==> src/rtl/vc_packet_buffer_pkg.sv <==
// Shared defaults and width helpers for the NoC virtual-channel packet buffer.
package noc_buf_pkg;

    localparam int DEF_PACKET_WIDTH  = 55;
    localparam int DEF_VC_NUM        = 4;
    localparam int DEF_VC_DEPTH_LOG2 = 2;

    // A single-VC build would give $clog2(1) = 0, so keep the select at least one bit wide.
    function automatic int calcVcw(input int vcNum);
        return (vcNum > 1) ? $clog2(vcNum) : 1;
    endfunction

    // Occupancy runs from 0 to 2^depthLog2 inclusive, so it needs one bit more than a pointer.
    function automatic int calcCntw(input int depthLog2);
        return depthLog2 + 1;
    endfunction

endpackage

==> src/rtl/vc_packet_buffer_if.sv <==
// Write/read/status bundle of vc_packet_buffer; rd_par_err exists only with VC_PACKET_BUFFER_PARITY_EN.
interface vc_packet_buffer_if
    import noc_buf_pkg::*;
#(
    parameter int PACKET_WIDTH  = DEF_PACKET_WIDTH,
    parameter int VC_NUM        = DEF_VC_NUM,
    parameter int VC_DEPTH_LOG2 = DEF_VC_DEPTH_LOG2
);
    localparam int VCW  = calcVcw(VC_NUM);
    localparam int CNTW = calcCntw(VC_DEPTH_LOG2);

    logic                     wr_en;
    logic [VCW-1:0]           wr_vc;
    logic [PACKET_WIDTH-1:0]  wr_data;
    logic                     rd_en;
    logic [VCW-1:0]           rd_vc;
    logic [PACKET_WIDTH-1:0]  rd_data;
    logic                     rd_valid;
    logic [VC_NUM-1:0]        vc_full;
    logic [VC_NUM-1:0]        vc_empty;
    logic [VC_NUM*CNTW-1:0]   vc_count;
`ifdef VC_PACKET_BUFFER_PARITY_EN
    logic                     rd_par_err;
`endif

    modport master (
        output wr_en, wr_vc, wr_data, rd_en, rd_vc,
`ifdef VC_PACKET_BUFFER_PARITY_EN
        input  rd_par_err,
`endif
        input  rd_data, rd_valid, vc_full, vc_empty, vc_count
    );

    modport slave (
        input  wr_en, wr_vc, wr_data, rd_en, rd_vc,
`ifdef VC_PACKET_BUFFER_PARITY_EN
        output rd_par_err,
`endif
        output rd_data, rd_valid, vc_full, vc_empty, vc_count
    );

endinterface

==> src/rtl/vc_packet_buffer_fifo_ctrl.sv <==
// Pointer and occupancy control for one virtual channel; acceptance is decided from the current count.
module vc_fifo_ctrl
    import noc_buf_pkg::*;
#(
    parameter int VC_DEPTH_LOG2 = DEF_VC_DEPTH_LOG2,
    localparam int CNTW         = calcCntw(VC_DEPTH_LOG2)
) (
    input  logic                     clk,
    input  logic                     reset,
    input  logic                     wrReq,
    input  logic                     rdReq,
    output logic                     wrAccept,
    output logic                     rdAccept,
    output logic [VC_DEPTH_LOG2-1:0] wrPtr,
    output logic [VC_DEPTH_LOG2-1:0] rdPtr,
    output logic [CNTW-1:0]          count,
    output logic                     full,
    output logic                     empty
);
    localparam logic [CNTW-1:0]          DEPTH   = {1'b1, {VC_DEPTH_LOG2{1'b0}}};
    localparam logic [VC_DEPTH_LOG2-1:0] PTR_ONE = VC_DEPTH_LOG2'(1);

    assign full     = (count == DEPTH);
    assign empty    = (count == '0);
    assign wrAccept = wrReq && !full;
    assign rdAccept = rdReq && !empty;

    // Pointers wrap naturally at 2^VC_DEPTH_LOG2; no explicit modulo needed.
    always_ff @(posedge clk or negedge reset) begin
        if (!reset) begin
            wrPtr <= '0;
            rdPtr <= '0;
            count <= '0;
        end else begin
            if (wrAccept) wrPtr <= wrPtr + PTR_ONE;
            if (rdAccept) rdPtr <= rdPtr + PTR_ONE;
            case ({wrAccept, rdAccept})
                2'b10:   count <= count + CNTW'(1);
                2'b01:   count <= count - CNTW'(1);
                default: count <= count;
            endcase
        end
    end

endmodule

==> src/rtl/vc_packet_buffer.sv <==
// Multi-VC packet buffer: one shared storage array addressed {vc, pointer} with per-VC FIFO control.
// Optional VC_PACKET_BUFFER_PARITY_EN adds an even-parity bit per word and the rd_par_err output.
module vc_packet_buffer
    import noc_buf_pkg::*;
#(
    parameter int PACKET_WIDTH  = DEF_PACKET_WIDTH,
    parameter int VC_NUM        = DEF_VC_NUM,
    parameter int VC_DEPTH_LOG2 = DEF_VC_DEPTH_LOG2
) (
    input  logic               clk,
    input  logic               reset,
    vc_packet_buffer_if.slave  bus
);
    localparam int VCW   = calcVcw(VC_NUM);
    localparam int CNTW  = calcCntw(VC_DEPTH_LOG2);
    localparam int ADDRW = VCW + VC_DEPTH_LOG2;
    localparam int WORDS = 1 << ADDRW;
`ifdef VC_PACKET_BUFFER_PARITY_EN
    localparam int WORDW = PACKET_WIDTH + 1;
`else
    localparam int WORDW = PACKET_WIDTH;
`endif

    logic [WORDW-1:0]         mem [WORDS];
    logic [VC_DEPTH_LOG2-1:0] wrPtr [VC_NUM];
    logic [VC_DEPTH_LOG2-1:0] rdPtr [VC_NUM];
    logic [CNTW-1:0]          count [VC_NUM];
    logic [VC_NUM-1:0]        wrAccVec;
    logic [VC_NUM-1:0]        rdAccVec;
    logic [VC_NUM-1:0]        fullVec;
    logic [VC_NUM-1:0]        emptyVec;
    logic [VC_NUM*CNTW-1:0]   countFlat;
    logic                     wrAccept;
    logic                     rdAccept;
    logic [ADDRW-1:0]         wrAddr;
    logic [ADDRW-1:0]         rdAddr;
    logic [WORDW-1:0]         wrWord;
    logic [WORDW-1:0]         rdWord;

    for (genvar i = 0; i < VC_NUM; i++) begin : g_vc
        vc_fifo_ctrl #(
            .VC_DEPTH_LOG2 (VC_DEPTH_LOG2)
        ) u_ctrl (
            .clk      (clk),
            .reset    (reset),
            .wrReq    (bus.wr_en && (bus.wr_vc == VCW'(i))),
            .rdReq    (bus.rd_en && (bus.rd_vc == VCW'(i))),
            .wrAccept (wrAccVec[i]),
            .rdAccept (rdAccVec[i]),
            .wrPtr    (wrPtr[i]),
            .rdPtr    (rdPtr[i]),
            .count    (count[i]),
            .full     (fullVec[i]),
            .empty    (emptyVec[i])
        );
    end

    always_comb begin
        countFlat = '0;
        for (int i = 0; i < VC_NUM; i++) begin
            countFlat[i*CNTW +: CNTW] = count[i];
        end
    end

    assign bus.vc_full  = fullVec;
    assign bus.vc_empty = emptyVec;
    assign bus.vc_count = countFlat;

    // Only the addressed VC can accept, so the OR is exactly that VC's acceptance.
    assign wrAccept = |wrAccVec;
    assign rdAccept = |rdAccVec;
    assign wrAddr   = {bus.wr_vc, wrPtr[bus.wr_vc]};
    assign rdAddr   = {bus.rd_vc, rdPtr[bus.rd_vc]};
    assign rdWord   = mem[rdAddr];

`ifdef VC_PACKET_BUFFER_PARITY_EN
    assign wrWord = {^bus.wr_data, bus.wr_data};
`else
    assign wrWord = bus.wr_data;
`endif

    // Storage is deliberately left out of reset; stale words are unreachable once pointers clear.
    always_ff @(posedge clk) begin
        if (wrAccept) mem[wrAddr] <= wrWord;
    end

    always_ff @(posedge clk or negedge reset) begin
        if (!reset) begin
            bus.rd_data  <= '0;
            bus.rd_valid <= 1'b0;
        end else begin
            bus.rd_valid <= rdAccept;
            if (rdAccept) bus.rd_data <= rdWord[PACKET_WIDTH-1:0];
        end
    end

`ifdef VC_PACKET_BUFFER_PARITY_EN
    // A clean word has even overall parity, so any odd reduction flags corruption.
    always_ff @(posedge clk or negedge reset) begin
        if (!reset) bus.rd_par_err <= 1'b0;
        else        bus.rd_par_err <= rdAccept && (^rdWord);
    end
`endif

endmodule
==> src/flat_wrapper.sv <==
// flat-port wrapper written by rule: the top's interface ports become plain ports
module vc_packet_buffer_flat import noc_buf_pkg::*;
#(
    parameter int PACKET_WIDTH  = DEF_PACKET_WIDTH,
    parameter int VC_NUM        = DEF_VC_NUM,
    parameter int VC_DEPTH_LOG2 = DEF_VC_DEPTH_LOG2
)
  (clk, reset, bus_wr_en, bus_wr_vc, bus_wr_data, bus_rd_en, bus_rd_vc, bus_rd_data, bus_rd_valid, bus_vc_full, bus_vc_empty, bus_vc_count);
  vc_packet_buffer_if #(.PACKET_WIDTH(PACKET_WIDTH), .VC_NUM(VC_NUM), .VC_DEPTH_LOG2(VC_DEPTH_LOG2)) bus_i ();
  input  logic clk;
  input  logic reset;
  input wire logic [$bits(bus_i.wr_en)-1:0] bus_wr_en;
  input wire logic [$bits(bus_i.wr_vc)-1:0] bus_wr_vc;
  input wire logic [$bits(bus_i.wr_data)-1:0] bus_wr_data;
  input wire logic [$bits(bus_i.rd_en)-1:0] bus_rd_en;
  input wire logic [$bits(bus_i.rd_vc)-1:0] bus_rd_vc;
  output wire logic [$bits(bus_i.rd_data)-1:0] bus_rd_data;
  output wire logic [$bits(bus_i.rd_valid)-1:0] bus_rd_valid;
  output wire logic [$bits(bus_i.vc_full)-1:0] bus_vc_full;
  output wire logic [$bits(bus_i.vc_empty)-1:0] bus_vc_empty;
  output wire logic [$bits(bus_i.vc_count)-1:0] bus_vc_count;
  assign bus_i.wr_en = bus_wr_en;
  assign bus_i.wr_vc = bus_wr_vc;
  assign bus_i.wr_data = bus_wr_data;
  assign bus_i.rd_en = bus_rd_en;
  assign bus_i.rd_vc = bus_rd_vc;
  assign bus_rd_data = bus_i.rd_data;
  assign bus_rd_valid = bus_i.rd_valid;
  assign bus_vc_full = bus_i.vc_full;
  assign bus_vc_empty = bus_i.vc_empty;
  assign bus_vc_count = bus_i.vc_count;
  vc_packet_buffer #(.PACKET_WIDTH(PACKET_WIDTH), .VC_NUM(VC_NUM), .VC_DEPTH_LOG2(VC_DEPTH_LOG2)) u_core (.clk(clk), .reset(reset), .bus(bus_i));
endmodule
==> config.mk <==
export PLATFORM = sky130hd
export DESIGN_NAME = vc_packet_buffer_flat
export DESIGN_NICKNAME = d
export VERILOG_FILES = /design/src/rtl/vc_packet_buffer_pkg.sv /design/src/rtl/vc_packet_buffer_if.sv /design/src/rtl/vc_packet_buffer_fifo_ctrl.sv /design/src/rtl/vc_packet_buffer.sv /design/src/flat_wrapper.sv
export SDC_FILE = /design/constraint.sdc
export NUM_CORES = 1
export LEC_CHECK = 0
export ABC_AREA = 0
export CAP_MARGIN = 0
export CORE_MARGIN = 2
export CORE_UTILIZATION = 40
export CTS_CLUSTER_DIAMETER = 80
export DETAILED_ROUTE_END_ITERATION = 10
export PLACE_DENSITY_LB_ADDON = 0.08
export SKIP_LAST_GASP = 1
export SLEW_MARGIN = 15
export SYNTH_ARGS = -nofsm -noshare
export SYNTH_HDL_FRONTEND = slang
export SYNTH_SLANG_ARGS = --single-unit
==> constraint.sdc <==
create_clock -name clk -period 5.2 [get_ports clk]
set_input_delay 1.04 -clock clk [delete_from_list [all_inputs] [get_ports clk]]
set_output_delay 1.04 -clock clk [all_outputs]
set_load 0.02 [all_outputs]
Word-level counts from Yosys, hierarchy flattened

Memory sizes are Yosys's and may differ from the RTL's. A register that Yosys moved wholly into a read port is not among the register bits.
Cells that the tools add are included.

Add/subtract/negate cells: 16
Multipliers: 0
Divide/modulo/power cells: 0
Magnitude comparators: 2
Equal/unequal tests: 18
Shift-type cells: 0
Muxes and demuxes: 12
Bitwise gates (word level): 2
Reduce and logical (&&, ||, !) cells: 37

Operators with widths:

| kind                                             | count |
|---|---|
| case mux 3 bit (2 select lines)                  | 4 |
| adder 2 x 1 -> 2 bit, second input constant      | 8 |
| == test 2 bit, second input constant             | 8 |
| logical AND 1 bit                                | 16 |
| adder 3 x 1 -> 3 bit, second input constant      | 4 |
| == test 2 x 1 -> 1 bit, second input constant    | 6 |
| == test 3 bit, second input constant             | 4 |
| zero test 3 bit                                  | 4 |
| subtractor 3 x 1 -> 3 bit, second input constant | 4 |
| zero test 1 bit                                  | 9 |
| binary-select mux 2 bit (select 2 bit)           | 2 |
| 2-to-1 mux 2 bit                                 | 4 |
| nonzero test 2 bit                               | 4 |
| OR reduction 4 bit                               | 2 |
| >= comparator 3 bit, second input constant       | 2 |
| inverter 2 -> 3 bit                              | 2 |
| zero test 2 bit                                  | 2 |
| 2-to-1 mux 1 bit                                 | 2 |

Register bits after elaboration: 29
Latch bits: 0
Memory bits (writable): 880
ROM bits: 0
Input port bits: 63
Output and inout bits: 76
Word-level logic and storage cells: 101
Memories: 1

Memory list:

| memory     | words | width | rd ports | clocked after Yosys merged registers in | write ports | line                   | text |
|---|---|---|---|---|---|---|---|
| u_core.mem | 16    | 55    | 1        | 1                                       | 1           | vc_packet_buffer.sv:24 | `logic [WORDW-1:0] mem [WORDS];` |

Logic depth before layout (Yosys ltp)

Gate-level depths: netlist (run 1).

Word-level depth: 6
Depth in mapped cells: 10
Mapped depth without buffers: 9

Modules after synthesis

Synthesis (run 1) repeated with hierarchy kept, for this count alone.

Cell total of the unflattened synthesis: 2161
Area total of the unflattened synthesis: 37506.0 sq um

By module, submodules not included:

| module           | times used | cells an instance | area each (sq um) | seq. area each (sq um) |
|---|---|---|---|---|
| vc_packet_buffer | 1          | 2041              | 36109.6           | 27826.7 |
| vc_fifo_ctrl     | 4          | 30                | 349.1             | 175.2 |

Worst setup path before layout (run 1)

Ideal clock, no wire load.

Path type: input-to-reg
Start point: in bus_wr_vc[1]
End point: mem u_core.mem[3][0] in the netlist's numbering (enable)
Setup time: 0.470 ns
Arrival: 4.235 ns
Required time: 4.730 ns
Path slack: 0.496 ns
Stages: 3
Path buffers: 1
Cell sequence: or4b_2 -> clkbuf_1 -> nor2_1

Cells in the longest elaborated chain, start to end: 6
Elaborated cells on any way between the ends: 19
Those cells by class: eq/ne (3); mux (5); bitwise (1); reduce/logical (10)

RTL lines:

| what                                   | line                             | text |
|---|---|---|
| start: declaration                     | flat_wrapper.sv:13               | `input wire logic [$bits(bus_i.wr_vc)-1:0] bus_wr_vc;` |
| == test 2 bit (tied with other cells)  | vc_packet_buffer.sv:46           | `.wrReq (bus.wr_en && (bus.wr_vc == VCW'(i))),` |
| logical AND 1 bit                      | vc_packet_buffer.sv:46           |  |
| logical AND 1 bit                      | vc_packet_buffer_fifo_ctrl.sv:25 | `assign wrAccept = wrReq && !full;` |
| OR reduction 4 bit                     | vc_packet_buffer.sv:70           | `assign wrAccept = \|wrAccVec;` |
| 2-to-1 mux 1 bit                       | vc_packet_buffer.sv:84           | `if (wrAccept) mem[wrAddr] <= wrWord;` |
| 2-to-1 mux 1 bit (not written as such) | vc_packet_buffer.sv:84           |  |
| end: declaration                       | vc_packet_buffer.sv:24           |  |

Several ways; a longest one is shown, not always the timed one. The select of a mux whose other input is x is not followed.

Worst setup path in the final report (run 1)

Start point: in bus_rd_vc[0]
End point: reg u_core.bus.rd_data[42], read port of u_core.mem

Cells in the longest elaborated chain, start to end: 4
Elaborated cells on any way between the ends: 17
Those cells by class: eq/ne (3); mux (3); bitwise (1); reduce/logical (10)

RTL lines:

| what                                                                                | line                                                     | text |
|---|---|---|
| start: declaration                                                                  | flat_wrapper.sv:16                                       | `input wire logic [$bits(bus_i.rd_vc)-1:0] bus_rd_vc;` |
| inverter 2 -> 3 bit (not written as such) (tied with other cells)                   | vc_packet_buffer.sv:73                                   | `assign rdAddr = {bus.rd_vc, rdPtr[bus.rd_vc]};` |
| binary-select mux 2 bit (select 2 bit) / logical AND 1 bit (equally long branches)  | vc_packet_buffer.sv:73, vc_packet_buffer.sv:47           |  |
| 2-to-1 mux 2 bit (not written as such) / logical AND 1 bit (equally long branches)  | vc_packet_buffer.sv:73, vc_packet_buffer_fifo_ctrl.sv:26 |  |
| 2-to-1 mux 2 bit (not written as such) / OR reduction 4 bit (equally long branches) | vc_packet_buffer.sv:73, vc_packet_buffer.sv:71           |  |
| end: declaration                                                                    | vc_packet_buffer_if.sv:39                                | `output rd_data, rd_valid, vc_full, vc_empty, vc_count` |

Several ways; a longest one is shown, not always the timed one. The select of a mux whose other input is x is not followed.
A chain may end at the register's enable or synchronous reset.

==> impl_metrics.csv, run 1 <==
group,metric,value,unit
cells_and_area,layout.cells.non_filler,3603,
routing,routedWlPerCell,28.41,um
timing,timing.final.max_slew_violations,0,
clock_network,clkSinkCount,964,
global_route,grt.total_usage,21.61,%
critical_path,start_kind,"input pin",
power,clkPwrFrac,32.0,%
power,p_sw_share,30.38,%
run_status,status,"complete, no violations",
cells_and_area,antennaDiodeCount,0,
clock_network,clk_pin_slew,0.06,ns
timing,rsz0062_at_grt,"false",
floorplan,die_area,95280,um2
logic_synthesis,syn_nets,2167,
logic_synthesis,synthArstFlopShare,8.714,%
routing,viasPerCell,5.493,
timing,fmax,274.2,MHz
placement,io_buffers,138,
power,p_leak,14.96,nW
clock_network,ctsLongestPathBuffers,3,
global_route,grt_pass1_vias,20240,
hold_path,hold_path.class,"input pin to asynchronous set/reset pin",
cells_and_area,nNetsFinal,2344,
logic_synthesis,synth_fa_ha_area_share,0.3505,%
logic_synthesis,ys_ff_latch,964,
critical_path,worstSetupPathType,"input pin to flop",
logic_synthesis,ys_types,41,
logic_synthesis,avgSynthCellArea,17.71,um2
timing,skew,0.02131,ns
timing,finalCritPeriodShare,70.13,%
logic_synthesis,synth_top_area_share,71.17,%
placement,placedCellCount,3411,
global_route,grt_max_degree,108,
logic_synthesis,synth_edf_count,880,
floorplan,dieWidth,308.7,um
timing,hold_slack,0.3435,ns
floorplan,ios,139,
clock_network,numCtsBuffers,103,
timing,worst_pin_slew,1.134,ns
logic_synthesis,synth_ff_type,"edfxtp_1",
logic_synthesis,synthTopCellsByCount,"edfxtp_1 (880), mux2i_1 (375), o22ai_1 (103)",
clock_network,cts_resized,0,
logic_synthesis,syn_inst,2096,
placement,post-place-ws,0.9426,ns
critical_path,end_kind,"flop",
timing,max_slew_margin,24.42,%
routing,antenna_left,0,
timing,worst_slack,1.553,ns
logic_synthesis,ys_seq_area_share,76.83,%
placement,gp_congestion,0.7328,
floorplan,core-area,91800,um2
global_route,antenna_found_initial,4,
clock_network,postCtsHoldBufs,0,
logic_synthesis,synth_top_family_by_area,"multiplexers",
floorplan,rows,111,
global_route,grt.overflow.total,0,
logic_synthesis,synthesis.area,37130,um2
job,maxCapViolations,0,
routing,via_count,19790,
timing,hold_viol,0,
cells_and_area,area_growth,18.15,%
power,ir_worst_vdd,0.6264,mV
routing,drtIter0Drc,1727,
power,power.internal,16.08,mW
logic_synthesis,yosys.area_share.simple,2.871,%
cells_and_area,drive_gt1_share,13.56,%
timing,layout_min_cycle_time,3.647,ns
clock_network,clk_root_buffer_cell,"clkbuf_16",
power,switchingPower,7.015,mW
logic_synthesis,yosys.area.top_type,"edfxtp_1",
global_route,grt_pass1_wl,146500,um
logic_synthesis,synth.most_common_cell,"edfxtp_1",
routing,wirelength,102400,um
floorplan,start_util,40.45,%
logic_synthesis,synth_xor_area_share,0.5661,%
power,pwr-share-seq,42.3,%
placement,hpwlAfterDp,50940,um
critical_path,required,5.72,ns
timing,tns,0,ns
clock_network,cts_tree,"done",
critical_path,cp.arrival,4.17,ns
power,power_density,526.4,nW/um2
logic_synthesis,muxShareOfSynthArea,12.63,%
logic_synthesis,synthTopCellsByArea,"edfxtp_1 (71%), mux2i_1 (10%), dfrtp_1 (5.7%), o22ai_1 (1.7%), mux2_2 (1.5%)",
critical_path,crit_fanout,29,
clock_network,worstSkewPairLatency,0.66,ns
clock_network,postCtsSetupBuffers,0,
logic_synthesis,yosys_warnings,0,
floorplan,die_h,308.7,um
routing,first_pass_iters,5,
clock_network,cts-htree-levels,3,
logic_synthesis,synth_compound_area_share,4.950,%
power,combPwrFrac,25.7,%
routing,drc,0,
timing,setup_viol,0,
[cell type report]
cell class | instances | area, um2
sequential | 964 | 28530
fill | 7775 | 47930
timing repair buffer | 200 | 2145
clock inverter | 50 | 520.5
inverter | 17 | 65.06
multi-input combinational | 987 | 8115
clock buffer | 142 | 2937
tap | 1243 | 1555
[registers in the layout, summed over array words and instances (netlist names)]
name	cells
u_core.bus.rd_data	55
u_core.bus.rd_valid	1
u_core.g_vc.u_ctrl.count	12
u_core.g_vc.u_ctrl.rdPtr	8
u_core.g_vc.u_ctrl.wrPtr	8
u_core.mem	880
[critical path, stage by stage]
cell and delay [ns]:
clkdlybuf4s50_1 0.68, mux4_4 0.76, or2_2 0.71, buf_4 0.42
o2111ai_1 0.35, o21ai_0 0.15
[through the flow]
step                      utilization [%]  instance area [um2]  power (mW)
after floorplan                         -                37130       13.49
after global placement              44.02                40410       15.87
after detailed placement            44.02                40410       15.92
after CTS                           47.79                43870       23.34
after global routing                47.79                43870       24.03
final                               47.79                43870       23.09
[path summary, 6_finish.rpt]
| path | start | endpoint | slack [ns] | cells past startpoint |
|---|---|---|---|---|
| worst max-delay path | bus_rd_vc[0] | u_core.bus.rd_data[42] | 1.55 | 6 |
| max in group asynchronous | reset | u_core.bus.rd_data[11] | 3.87 | 2 |
| worst min-delay path | reset | u_core.bus.rd_valid | 0.34 | 1 |
| worst min register to register | u_core.g_vc[0].u_ctrl.wrPtr[0] | u_core.g_vc[0].u_ctrl.wrPtr[0] | 0.49 | 1 |
| min in group clk | u_core.g_vc[0].u_ctrl.wrPtr[0] | u_core.g_vc[0].u_ctrl.wrPtr[0] | 0.49 | 1 |
| worst max register to register | u_core.g_vc[1].u_ctrl.rdPtr[0] | u_core.bus.rd_data[42] | 2.08 | 6 |
[power groups by stage]
stage | logic [mW] | registers [mW] | clock network (mW)
floorplan | 3.51 | 9.97 | 0
global placement | 5.96 | 9.92 | 0
detailed placement | 5.99 | 9.93 | 0
CTS | 6.00 | 9.78 | 7.55
global route | 6.32 | 9.84 | 7.87
finish | 5.93 | 9.77 | 7.39
[kinds of logic after synthesis]
kind of cell	after synthesis
buffers and inverters	145
multiplexers	442
adder cells (fa/ha/maj)	8
XOR/XNOR	24
flip-flops	964
AND/OR/NAND/NOR	240
AO/OA/AOI/OAI	273
[cell usage in the layout, fill, tap and decap left out, types with 52 or more instances in the layout]
cell type / count
o22ai_1: 102
nor3_1: 52
mux2i_1: 375
clkdlybuf4s50_1: 137
clkbuf_16: 105
dfrtp_1: 83
edfxtp_1: 880
nor2_1: 78
nand2_1: 56
[routing by layer]
| metal | wire, um | share of wire, % | global-route usage [%] | vias up |
|---|---|---|---|---|
| li1 | - | - | - | 8650 |
| met5 | 48 | 0.047 | 0 | - |
| met2 | 48930 | 48 | 35.24 | 529 |
| met1 | 46570 | 45 | 30.64 | 10480 |
| met3 | 5071 | 5.0 | 3.131 | 121 |
| met4 | 1747 | 1.7 | 5.264 | 8 |
(Power assumes the default switching activity.)
==> inputs of run 2 (changes only) <==
==> constraint.sdc (replaced) <==
create_clock -name clk -period 3.45 [get_ports clk]
set_input_delay 0.69 -clock clk [delete_from_list [all_inputs] [get_ports clk]]
set_output_delay 0.69 -clock clk [all_outputs]
set_load 0.02 [all_outputs]
==> run 2 against run 1 <==
Combinational power rose by 62%. Design area rose by 2.5%. Clock-buffer cell count fell by 5. Utilization rose by 1.2 points. Largest cell class unchanged. Power rose by 55%. Highest routed layer unchanged. Critical endpoint is now bus_vc_empty[0].
==> impl_metrics.csv, run 2 (synthesis results as in run 1) <==
group,metric,value,unit
run_status,status,"complete, no violations",
routing,viasPerCell,5.431,
global_route,use_met3,3.905,%
global_route,antenna_found_initial,3,
cells_and_area,nNetsFinal,2405,
global_route,grt_pass1_vias,20580,
cells_and_area,area_growth,21.16,%
timing,fmax,325.1,MHz
floorplan,ios,139,
critical_path,crit_fanout,4,
cells_and_area,final_cell_mix,"edfxtp_1 (880), mux2i_1 (375), clkdlybuf4s50_1 (137)",
routing,drc,0,
critical_path,worstReg2RegEnd,"u_core.bus.rd_data[1]",
critical_path,worstSetupEndpoint,"bus_vc_empty[0]",
global_route,busiest_layer,"met2",
critical_path,crit_start,"u_core.g_vc[0].u_ctrl.count[2]",
clock_network,numCtsBuffers,101,
placement,io_buffers,138,
timing,layout_min_cycle_time,3.076,ns
placement,hpwlAfterDp,56450,um
placement,gp_congestion,0.7588,
cells_and_area,ff_latch_area,28530,um2
critical_path,r2r_setup_slack,0.66,ns
timing,skew,0.02727,ns
clock_network,cts-htree-levels,3,
critical_path,start_kind,"flop",
critical_path,rr_worst_depth,7,
critical_path,r2r-start,"u_core.g_vc[1].u_ctrl.count[0]",
power,p_sw_share,29.84,%
timing,hold_viol,0,
power,power,35.69,mW
cells_and_area,drive_gt1_share,15.61,%
routing,antenna_left,0,
floorplan,rows,111,
cells_and_area,largest_reg_flops,880,
clock_network,cts_resized,0,
cells_and_area,nFillCells,7673,
clock_network,postCtsHoldBufs,0,
timing,worst_slack,0.3741,ns
routing,first_pass_iters,5,
timing,max_slew_margin,27.44,%
global_route,grt.overflow.total,0,
global_route,grt_pass1_wl,147900,um
floorplan,die_area,95280,um2
hold_path,hold_path.class,"input pin to asynchronous set/reset pin",
critical_path,cp.arrival,2.39,ns
timing,setup_viol,0,
timing,rsz0062_at_grt,"false",
power,power.internal,25.04,mW
routing,wirelength,102200,um
floorplan,start_util,40.45,%
cells_and_area,antennaDiodeCount,0,
critical_path,required,2.76,ns
timing,hold_slack,0.1412,ns
clock_network,cts_tree,"done",
cells_and_area,regMostFlops,"u_core.mem",
cells_and_area,largest_registers,"u_core.mem: 880 flops, u_core.bus.rd_data: 55 flops, u_core.g_vc.u_ctrl.count: 12 flops",
job,maxCapViolations,0,
clock_network,clkSinkCount,964,
routing,via_count,19900,
timing,finalCritPeriodShare,89.16,%
placement,post-place-ws,0.07966,ns
cells_and_area,multi_input_area,8115,um2
floorplan,die_h,308.7,um
clock_network,ctsLongestPathBuffers,3,
floorplan,core-area,91800,um2
global_route,grt_max_degree,49,
timing,worst_pin_slew,1.088,ns
floorplan,dieWidth,308.7,um
clock_network,clk_pin_slew,0.06,ns
critical_path,worstSetupPathType,"flop to output pin",
routing,routedWlPerCell,27.89,um
power,switchingPower,10.65,mW
global_route,grt.total_usage,21.68,%
clock_network,clk_root_buffer_cell,"clkbuf_16",
global_route,use_met2,35.33,%
routing,drtIter0Drc,1576,
power,clkPwrFrac,32.3,%
power,p_leak,15.45,nW
critical_path,path_cells,"nor3_1 > clkdlybuf4s50_1",
clock_network,worstSkewPairLatency,0.67,ns
power,pwr-share-seq,40.8,%
cells_and_area,finish.utilization,49.00,%
power,ir_worst_vdd,0.4920,mV
power,power_density,793.4,nW/um2
critical_path,slowest_stage,"clkdlybuf4s50_1",
global_route,grt_use_met1,30.19,%
timing,timing.final.max_slew_violations,0,
power,combPwrFrac,26.9,%
cells_and_area,layout_commonest_cell,"edfxtp_1",
critical_path,slowest_delay,0.73,ns
critical_path,end_kind,"output pin",
clock_network,postCtsSetupBuffers,0,
run 2: cell types whose count changed in the layout (fill, tap and decap cells not counted), moves of 2 or more:
cell,delta
clkbuf_8,-9
buf_12,+44
clkinv_2,-6
buf_4,+19
clkbuf_1,+5
clkinv_4,+2
inv_6,+2
bufinv_16,+8
run 2: worst min path at each step:
stage | slack [ns] | to | from
global placement | 0.47 | u_core.g_vc[3].u_ctrl.wrPtr[1] | u_core.g_vc[3].u_ctrl.wrPtr[1]
CTS | 0.15 | u_core.g_vc[2].u_ctrl.count[0] | reset
floorplan | 0.39 | u_core.bus.rd_data[0] | reset
global route | 0.18 | u_core.g_vc[0].u_ctrl.count[0] | reset
finish | 0.14 | u_core.g_vc[2].u_ctrl.count[0] | reset
detailed placement | 0.49 | u_core.g_vc[3].u_ctrl.wrPtr[1] | u_core.g_vc[3].u_ctrl.wrPtr[1]
run 2: area by class of cell:
cell class	count	area share [%]
sequential	964	63.42
multi-input combinational	987	18.04
timing repair buffer	263	7.042
clock buffer	137	6.238
tap	1243	3.457
clock inverter	54	1.658
inverter	17	0.1446
run 2: worst max-delay path: cells and delay by family (launching register included):
| kind | cells | cell delay [ns] |
|---|---|---|
| buffers and inverters | 1 | 0.73 |
| flip-flops | 1 | 0.42 |
| AND/OR/NAND/NOR | 1 | 0.59 |
run 2: power groups by stage:
stage / Combinational, mW / Sequential (mW) / Clock [mW]
3_3_place_gp: 9.65 / 14.8 / 0
2_1_floorplan: 5.31 / 15.0 / 0
6_report: 9.59 / 14.6 / 11.5
5_1_grt: 10.2 / 14.7 / 12.2
4_1_cts: 9.73 / 14.6 / 11.8
3_5_place_dp: 9.70 / 14.8 / 0
run 2: metrics by stage:
step | cells | cell area, um2 | setup TNS [ns]
final | 3665 | 44990 | 0
after global routing | 3665 | 44990 | 0
after CTS | 3665 | 44990 | 0
after detailed placement | 3474 | 41430 | 0
after global placement | 3474 | 41430 | 0
after floorplan | 2096 | 37160 | -289.00
run 2: metal layers:
metal | part of all wire [%] | wire (um)
met5 | 0.028 | 29
met4 | 1.8 | 1873
met3 | 5.5 | 5580
met2 | 48 | 48830
met1 | 45 | 45900
